==> config.mk <==
export PLATFORM = sky130hd
export DESIGN_NAME = cam_window_capture
export DESIGN_NICKNAME = d
export VERILOG_FILES = /design/src/rtl/cam_window_capture.sv
export SDC_FILE = /design/constraint.sdc
export NUM_CORES = 1
export LEC_CHECK = 0
export ABC_AREA = 1
export CORE_MARGIN = 10
export CORE_UTILIZATION = 59
export DETAILED_ROUTE_END_ITERATION = 6
export PLACE_DENSITY = 0.95
export SLEW_MARGIN = 20
export SYNTH_ARGS = -nofsm -noshare
export SYNTH_HDL_FRONTEND = slang
export SYNTH_SLANG_ARGS = --single-unit
export TNS_END_PERCENT = 30
==> constraint.sdc <==
create_clock -name clk -period 3.9 [get_ports clk]
set_input_delay 0.78 -clock clk [delete_from_list [all_inputs] [get_ports clk]]
set_output_delay 0.78 -clock clk [all_outputs]
set_load 0.01 [all_outputs]
==> src/rtl/cam_window_capture.sv <==
// rtl/cam_window_capture.sv - OV7670 byte-pair capture, window crop/decimate, frame buffer write (option: GRAY_OUT_EN)
module cam_window_capture #(
  parameter int FRAME_W = 640,
  parameter int FRAME_H = 480,
  parameter int WIN_X0  = 0,
  parameter int WIN_Y0  = 0,
  parameter int WIN_W   = 256,
  parameter int WIN_H   = 256,
  parameter int DECIM   = 1,
  parameter int ADDR_W  = 16
) (
  input  logic              clk,
  input  logic              rst_n,
  input  logic              cam_vsync,
  input  logic              cam_href,
  input  logic [7:0]        cam_data,
  input  logic              freeze,
  input  logic              err_clr,
  output logic              wr_en,
  output logic [ADDR_W-1:0] wr_addr,
  output logic [15:0]       wr_data,
  output logic              frame_done,
  output logic [7:0]        frame_cnt,
  output logic              busy,
  output logic              err_line,
  output logic              err_frame
);

  localparam int XW = $clog2(FRAME_W + 1);
  localparam int YW = $clog2(FRAME_H + 1);
  localparam logic [XW-1:0] X_LO   = XW'(WIN_X0);
  localparam logic [XW-1:0] X_SPAN = XW'(WIN_W);
  localparam logic [XW-1:0] X_END  = XW'(FRAME_W);
  localparam logic [XW-1:0] X_MASK = XW'(DECIM - 1);
  localparam logic [YW-1:0] Y_LO   = YW'(WIN_Y0);
  localparam logic [YW-1:0] Y_SPAN = YW'(WIN_H);
  localparam logic [YW-1:0] Y_END  = YW'(FRAME_H);
  localparam logic [YW-1:0] Y_MASK = YW'(DECIM - 1);

  typedef enum logic [1:0] {S_SYNC, S_VBLANK, S_FRAME} state_t;
  state_t state, state_nxt;

  logic [XW-1:0]     x;
  logic [YW-1:0]     y;
  logic              phase;
  logic [7:0]        hi_byte;
  logic              href_q;
  logic              frozen_q;
  logic              overrun;
  logic [ADDR_W-1:0] addr_cnt;
  logic              s1_en;
  logic [ADDR_W-1:0] s1_addr;
  logic [15:0]       s1_data;
  logic              frame_done_q;
  logic [7:0]        frame_cnt_q;
  logic              err_line_q;
  logic              err_frame_q;

  logic              frame_start;
  logic              frame_end;
  logic              href_rise;
  logic              href_fall;
  logic              line_ok;
  logic              x_over;
  logic              take_byte;
  logic              win_hit;
  logic [XW:0]       x_rel;
  logic [YW:0]       y_rel;

  // State register
  always_ff @(posedge clk) begin
    if (!rst_n) state <= S_SYNC;
    else        state <= state_nxt;
  end

  // Next state and frame boundary strobes
  always_comb begin
    state_nxt   = state;
    frame_start = 1'b0;
    frame_end   = 1'b0;
    unique case (state)
      S_SYNC:   if (cam_vsync) state_nxt = S_VBLANK;
      S_VBLANK: if (!cam_vsync) begin
                  state_nxt   = S_FRAME;
                  frame_start = 1'b1;
                end
      S_FRAME:  if (cam_vsync) begin
                  state_nxt = S_VBLANK;
                  frame_end = 1'b1;
                end
      default:  state_nxt = S_SYNC;
    endcase
  end

  // Byte qualification and window test; a borrow out of x_rel/y_rel means left of / above the window
  always_comb begin
    x_rel     = {1'b0, x} - {1'b0, X_LO};
    y_rel     = {1'b0, y} - {1'b0, Y_LO};
    win_hit   = !x_rel[XW] && (x_rel[XW-1:0] < X_SPAN) && ((x_rel[XW-1:0] & X_MASK) == '0) &&
                !y_rel[YW] && (y_rel[YW-1:0] < Y_SPAN) && ((y_rel[YW-1:0] & Y_MASK) == '0);
    href_rise = cam_href && !href_q;
    href_fall = !cam_href && href_q;
    x_over    = (x == X_END);
    line_ok   = (y != Y_END);
    take_byte = (state == S_FRAME) && !cam_vsync && cam_href && line_ok && !x_over;
  end

  // Capture datapath: byte pairing, line/frame counters, write issue and sticky status
  always_ff @(posedge clk) begin
    if (!rst_n) begin
      x            <= '0;
      y            <= '0;
      phase        <= 1'b0;
      hi_byte      <= 8'h00;
      href_q       <= 1'b0;
      frozen_q     <= 1'b0;
      overrun      <= 1'b0;
      addr_cnt     <= '0;
      s1_en        <= 1'b0;
      s1_addr      <= '0;
      s1_data      <= 16'h0000;
      frame_done_q <= 1'b0;
      frame_cnt_q  <= 8'h00;
      err_line_q   <= 1'b0;
      err_frame_q  <= 1'b0;
    end else begin
      href_q       <= cam_href;
      s1_en        <= 1'b0;
      frame_done_q <= 1'b0;
      if (err_clr) begin
        err_line_q  <= 1'b0;
        err_frame_q <= 1'b0;
      end
      if (frame_start) begin
        frozen_q <= freeze;
        x        <= '0;
        y        <= '0;
        phase    <= 1'b0;
        overrun  <= 1'b0;
        addr_cnt <= '0;
      end
      if (frame_end) begin
        frame_done_q <= 1'b1;
        frame_cnt_q  <= frame_cnt_q + 8'd1;
        phase        <= 1'b0;
      end
      if (state == S_FRAME && !cam_vsync) begin
        // y saturates at FRAME_H so every extra line is dropped rather than wrapping
        if (href_fall) begin
          x       <= '0;
          phase   <= 1'b0;
          overrun <= 1'b0;
          if (line_ok) y <= y + 1'b1;
        end
        if (href_rise && !line_ok) err_frame_q <= 1'b1;
        if (cam_href && line_ok && x_over && !overrun) begin
          err_line_q <= 1'b1;
          overrun    <= 1'b1;
        end
        if (take_byte) begin
          if (!phase) begin
            hi_byte <= cam_data;
            phase   <= 1'b1;
          end else begin
            phase <= 1'b0;
            x     <= x + 1'b1;
            if (win_hit && !frozen_q) begin
              s1_en    <= 1'b1;
              s1_addr  <= addr_cnt;
              s1_data  <= {hi_byte, cam_data};
              addr_cnt <= addr_cnt + 1'b1;
            end
          end
        end
      end
    end
  end

`ifdef GRAY_OUT_EN
  logic [7:0]        r8, g8, b8;
  logic [15:0]       luma;
  logic              g_en;
  logic [ADDR_W-1:0] g_addr;
  logic [15:0]       g_data;

  // RGB565 widened to 8 bits per channel by replication, then weighted luma
  always_comb begin
    r8   = {s1_data[15:11], s1_data[15:13]};
    g8   = {s1_data[10:5],  s1_data[10:9]};
    b8   = {s1_data[4:0],   s1_data[4:2]};
    luma = 16'd77 * {8'd0, r8} + 16'd150 * {8'd0, g8} + 16'd29 * {8'd0, b8};
  end

  // Second write stage carrying the grey pixel; address/data hold between writes
  always_ff @(posedge clk) begin
    if (!rst_n) begin
      g_en   <= 1'b0;
      g_addr <= '0;
      g_data <= 16'h0000;
    end else begin
      g_en <= s1_en;
      if (s1_en) begin
        g_addr <= s1_addr;
        g_data <= luma >> 8;
      end
    end
  end

  assign wr_en   = g_en;
  assign wr_addr = g_addr;
  assign wr_data = g_data;
`else
  assign wr_en   = s1_en;
  assign wr_addr = s1_addr;
  assign wr_data = s1_data;
`endif

  assign frame_done = frame_done_q;
  assign frame_cnt  = frame_cnt_q;
  assign busy       = (state == S_FRAME);
  assign err_line   = err_line_q;
  assign err_frame  = err_frame_q;

endmodule

Word-level counts from Yosys, hierarchy flattened:

Index checks and enable logic that the tools add are counted.

* bits in registers: 93
* input port bits: 14
* output and inout port bits: 45
* logic and storage cells: 93

* $add $sub $neg: 4
* $lt $le $gt $ge: 2
* eq/ne operators: 6
* muxes and demuxes: 39
* bitwise operators: 1
* reduce and logical (&&, ||, !) cells: 25

Operator list (number)
* $mux W16: 5
* $mux W10: 5
* $mux W9: 4
* $mux W1: 22
* $add A16 B1 Y16 const B: 1
* $logic_and A1 B1 Y1: 12
* $add A10 B1 Y10 const B: 1
* $eq A10 B10 Y1 const B: 1
* $lt A10 B9 Y1 const B: 1
* $add A9 B1 Y9 const B: 1
* $lt A9 B9 Y1 const B: 1
* $ne A9 B9 Y1 const B: 1
* $add A8 B1 Y8 const B: 1
* $reduce_and A4 Y1: 2
* $logic_not A1 Y1: 7
* $mux W2: 2
* $pmux W2 S2: 1
* $reduce_and A3 Y1: 1
* $eq A2 B1 Y1 const B: 1
* $eq A2 B2 Y1 const B: 1
* $logic_not A2 Y1: 1
* $ne A2 B1 Y1 const B: 1
* $ne A2 B2 Y1 const B: 1
* $reduce_and A2 Y1: 1
* other kinds (2): 2

Depth between registers and ports, before layout:

* word-level depth: 7
* mapped depth: 13
* gate-level depth less buffers: 13

Worst setup path after synthesis:

Ideal clock, no wire load.

* path type: input -> register
* from: input port cam_vsync
* to: register addr_cnt[15]
* setup time: 0.118 ns
* arrival: 1.827 ns
* required time: 3.782 ns
* slack: 1.955 ns
* stages on the path: 9
* buffers on the path: 1
* path through: inv_2 > nand3_4 > nor2_4 > nand2_2 > nor2_4 > nand4_2 > buf_2 > nor3_1 > nor2_1

* longest elaborated chain between the ends: 7
* elaborated cells between the ends (all ways): 12
* classes of those cells: mux (7); reduce/logical (5)

Ends and longest elaborated chain
* from (decl): RTL line 14 `input logic cam_vsync,`
* $mux W1 or $logic_not A1 Y1 (tied branches): RTL line 83, 105, 147
* $mux W1 or $logic_and A1 B1 Y1 (tied branches): RTL line 81, 105, 147
* $mux W16 or $logic_and A1 B1 Y1 (tied branches): RTL line 134, 105
* $mux W16 or $logic_and A1 B1 Y1 (tied branches): RTL line 167, 105
* $mux W16 or $logic_and A1 B1 Y1 (tied branches): RTL line 161, 105
* $mux W16: RTL line 160 `if (take_byte) begin`
* $mux W16 *: RTL line 147 `if (state == S_FRAME && !cam_vsync) begin`
* to (signal assigned): RTL line 171 `addr_cnt <= addr_cnt + 1'b1;`
* to (decl): RTL line 50 `logic [ADDR_W-1:0] addr_cnt;`

Mark *: on every way between the ends. The rest lies on a longest branch, timed or not.
A chain may end at the register's enable or synchronous reset.

Final worst setup path:

Same ends and word-level chain as after synthesis.

==> run metrics <==
Sink Count=93; critical path fanouts, max=28; buffer and inverter count on the worst path=3; status=completed; Slew HR=between 50% and 60%; Core Rows=31; Slew Limit Fails=0; worst hold slack=approximately 460 ps; setup TNS=0 ps; nets@finish=677; Slew @ Worst Pin=715 ps; Port Buffer Count=58; Max stage delay cell, worst path=clkdlybuf4s50_1; crit path cell chain=clkdlybuf4s50_1 -> inv_2 -> nand3_4 -> nor2_4 -> nand2_2 -> nor2_4 -> nand2_4 -> clkinv_2 -> nand2_2 -> o21ai_0 -> nand2_1 -> nor2_1; DR pass1 iterations=6; Reg area=1860 sq um; DR WL/cell=14.2 um; Setup Fix Bufs, Post-CTS=0; Seq/Total Area, Yosys=around 43%; GRT Overall Usage=19.2%; pin count of the biggest net entering global routing=53; fin worst setup slack=~1200 ps; TritonCTS clock tree=built; IO Pins=59; Post-CTS Hold Buffers=0; via count=4,218; Power Density=330 nW/um^2; DR vias/cell=~5.5; fillcell total=~530; global-route wire length before repair=between 15,000 and 20,000 um; initial core utilization=60.0%; slowest stage delay, CP=570 ps; Worst VDD drop=0.000351 V; Mean Syn Cell Area=7.07 sq um; FF-to-FF path depth=13; Synth area leader=dfxtp_1; Max Fclk=366 MHz; Area Growth Syn to Fin=18.8%; commonest non-fill, non-tap cell in the layout=nand2_1; Worst Setup Path Type=primary input to flop; most frequent cells in the layout=nand2_1, nor2_1, dfxtp_1; Clock Latency Late Sink=380 ps; DP HPWL=7310 um; DR DRC count=0; initial antenna violation count=0; layout cells sized above 1=approximately 5.3%; clk slew on worst S/H paths=100 ps; HP Class=flop to flop; DIE WIDTH=105 um; chip height=approximately 110 um; post_cts resized=0; startpoint class of the critical path=primary input; vias in the first global route=4,012; critical path depth=12; # diodes=0; Synth Register Bits=93; Reg2Reg Setup Slack=1430 ps; Hold Vio Cnt, Final=0; H-tree Lvls=3; delay-heaviest family, CP=simple AND/OR/NAND/NOR gates; die area=11,100 sq um; final setup vio count=0; post-route ant nets=0; Yosys top cell area share=43.2%; final setup skew=16.4 ps; warnings from Yosys=0; max-capacitance violation count=0; Post-Route WL=about 11,000 um; post-synthesis cell count=just over 600; initial drt markers=around 240; global route overflow=0; RD Place Congestion=between 0.8 and 0.9; Hold Path Depth=2; period utilisation layout=70.0%; area of the multi-input gates=about 2100 sq um; RSZ-0062 raised after global routing=no; Post-Syn Area=between 4000 and 5000 sq um; Worst EP arrival=3000 ps; CTS Root Cell=clkbuf_8; Final min period=2730 ps; Max clock buf depth=2; Leakage Power=0.00197 uW; Core Box Area=7180 sq um; Setup WS pre-CTS=785 ps; ranking of synthesized cells by area=dfxtp_1, nand2_1, nor2_1; CTS buffer count=9; critical path data required time=around 4200 ps; Setup crit end kind=flop; synth unique cells=34; fin area=5120 sq um; Placed Instance Area=4910 sq um; Syn Nets=about 630
[registers in the layout (all words and copies together) (netlist names)]
name	count
href_q	1
wr_data	16
err_line	1
hi_byte	8
wr_addr	16
frame_cnt	8
state	2
frozen_q	1
overrun	1
err_frame	1
addr_cnt	16
x	10
phase	1
y	9
wr_en	1
frame_done	1
[kinds of logic after synthesis]
group                    count (synthesis)  synth area share, %
adder cells (fa/ha/maj)                  6                 1.74
flip-flops                              93                 43.2
XOR/XNOR                                11                 2.24
buffers and inverters                   85                 8.19
AND/OR/NAND/NOR                        300                 31.0
AO/OA/AOI/OAI                          114                 13.7
[final timing paths]
path,to,start
setup / recovery,addr_cnt[15],cam_vsync
hold / removal,err_frame,err_frame
hold reg to reg,err_frame,err_frame
setup reg to reg,addr_cnt[15],x[0]
[synthesized netlist by cell type]
master      n
nand2_4     1
nor3_1     11
nor2_1    104
a211oi_1    1
nand3_4     1
inv_2       2
o2111a_1    1
dfxtp_1    93
o21ai_0    55
buf_2       5
o211ai_1    1
or2_2       2
o22ai_1     2
clkinv_1    2
clkbuf_1   12
and3_1      2
xor2_1     10
xnor2_1     1
nor3_2      1
a21oi_1    53
nand4_2     1
nand2_2     2
ha_1        6
inv_1      56
nand4_1    24
nand2_1   109
buf_6       2
buf_1       2
clkinv_2    1
nand3b_1    2
buf_4       3
a31o_2      1
nand3_1    36
nor2_4      4
[through the flow]
| stage | utilization, % | total power [uW] | cells |
|---|---|---|---|
| 2_1_floorplan | - | 1010 | 609 |
| 3_3_place_gp | 68.5 | 1030 | 745 |
| 3_5_place_dp | 68.5 | 1040 | 745 |
| 4_1_cts | 71.3 | 1690 | 761 |
| 5_1_grt | 71.3 | 1730 | 761 |
| 6_report | 71.3 | 1690 | 761 |
[layout make-up]
type,instances,share of cell area [%]
Clock buffer,9,2.42
Clock inverter,7,1.61
Inverter,61,4.50
Multi-Input combinational cell,431,40.9
Sequential cell,93,36.4
Tap cell,99,2.42
Timing Repair Buffer,61,11.8
[power by group]
part	leakage (uW)	internal, uW	switching [uW]	total, uW
Clock	0.000103	306	366	672
Sequential	0.000750	952	2.63	955
Combinational	0.00111	20.7	39.8	60.5
Total	0.00197	1280	408	1690
[worst min-delay path, delay by kind of cell (launching register included)]
family	cells	cell delay [ps]
flip-flops	1	320
AND/OR/NAND/NOR	1	60
AO/OA/AOI/OAI	1	50
[metal layers]
| metal | global-route usage (%) | wire length, um |
|---|---|---|
| met2 | 31.0 | 5140 |
| met4 | 9.71 | 234 |
| met3 | 6.39 | 988 |
| met5 | 0 | 0 |
| met1 | 22.3 | 4430 |
Power figures use the tool's default switching activity.
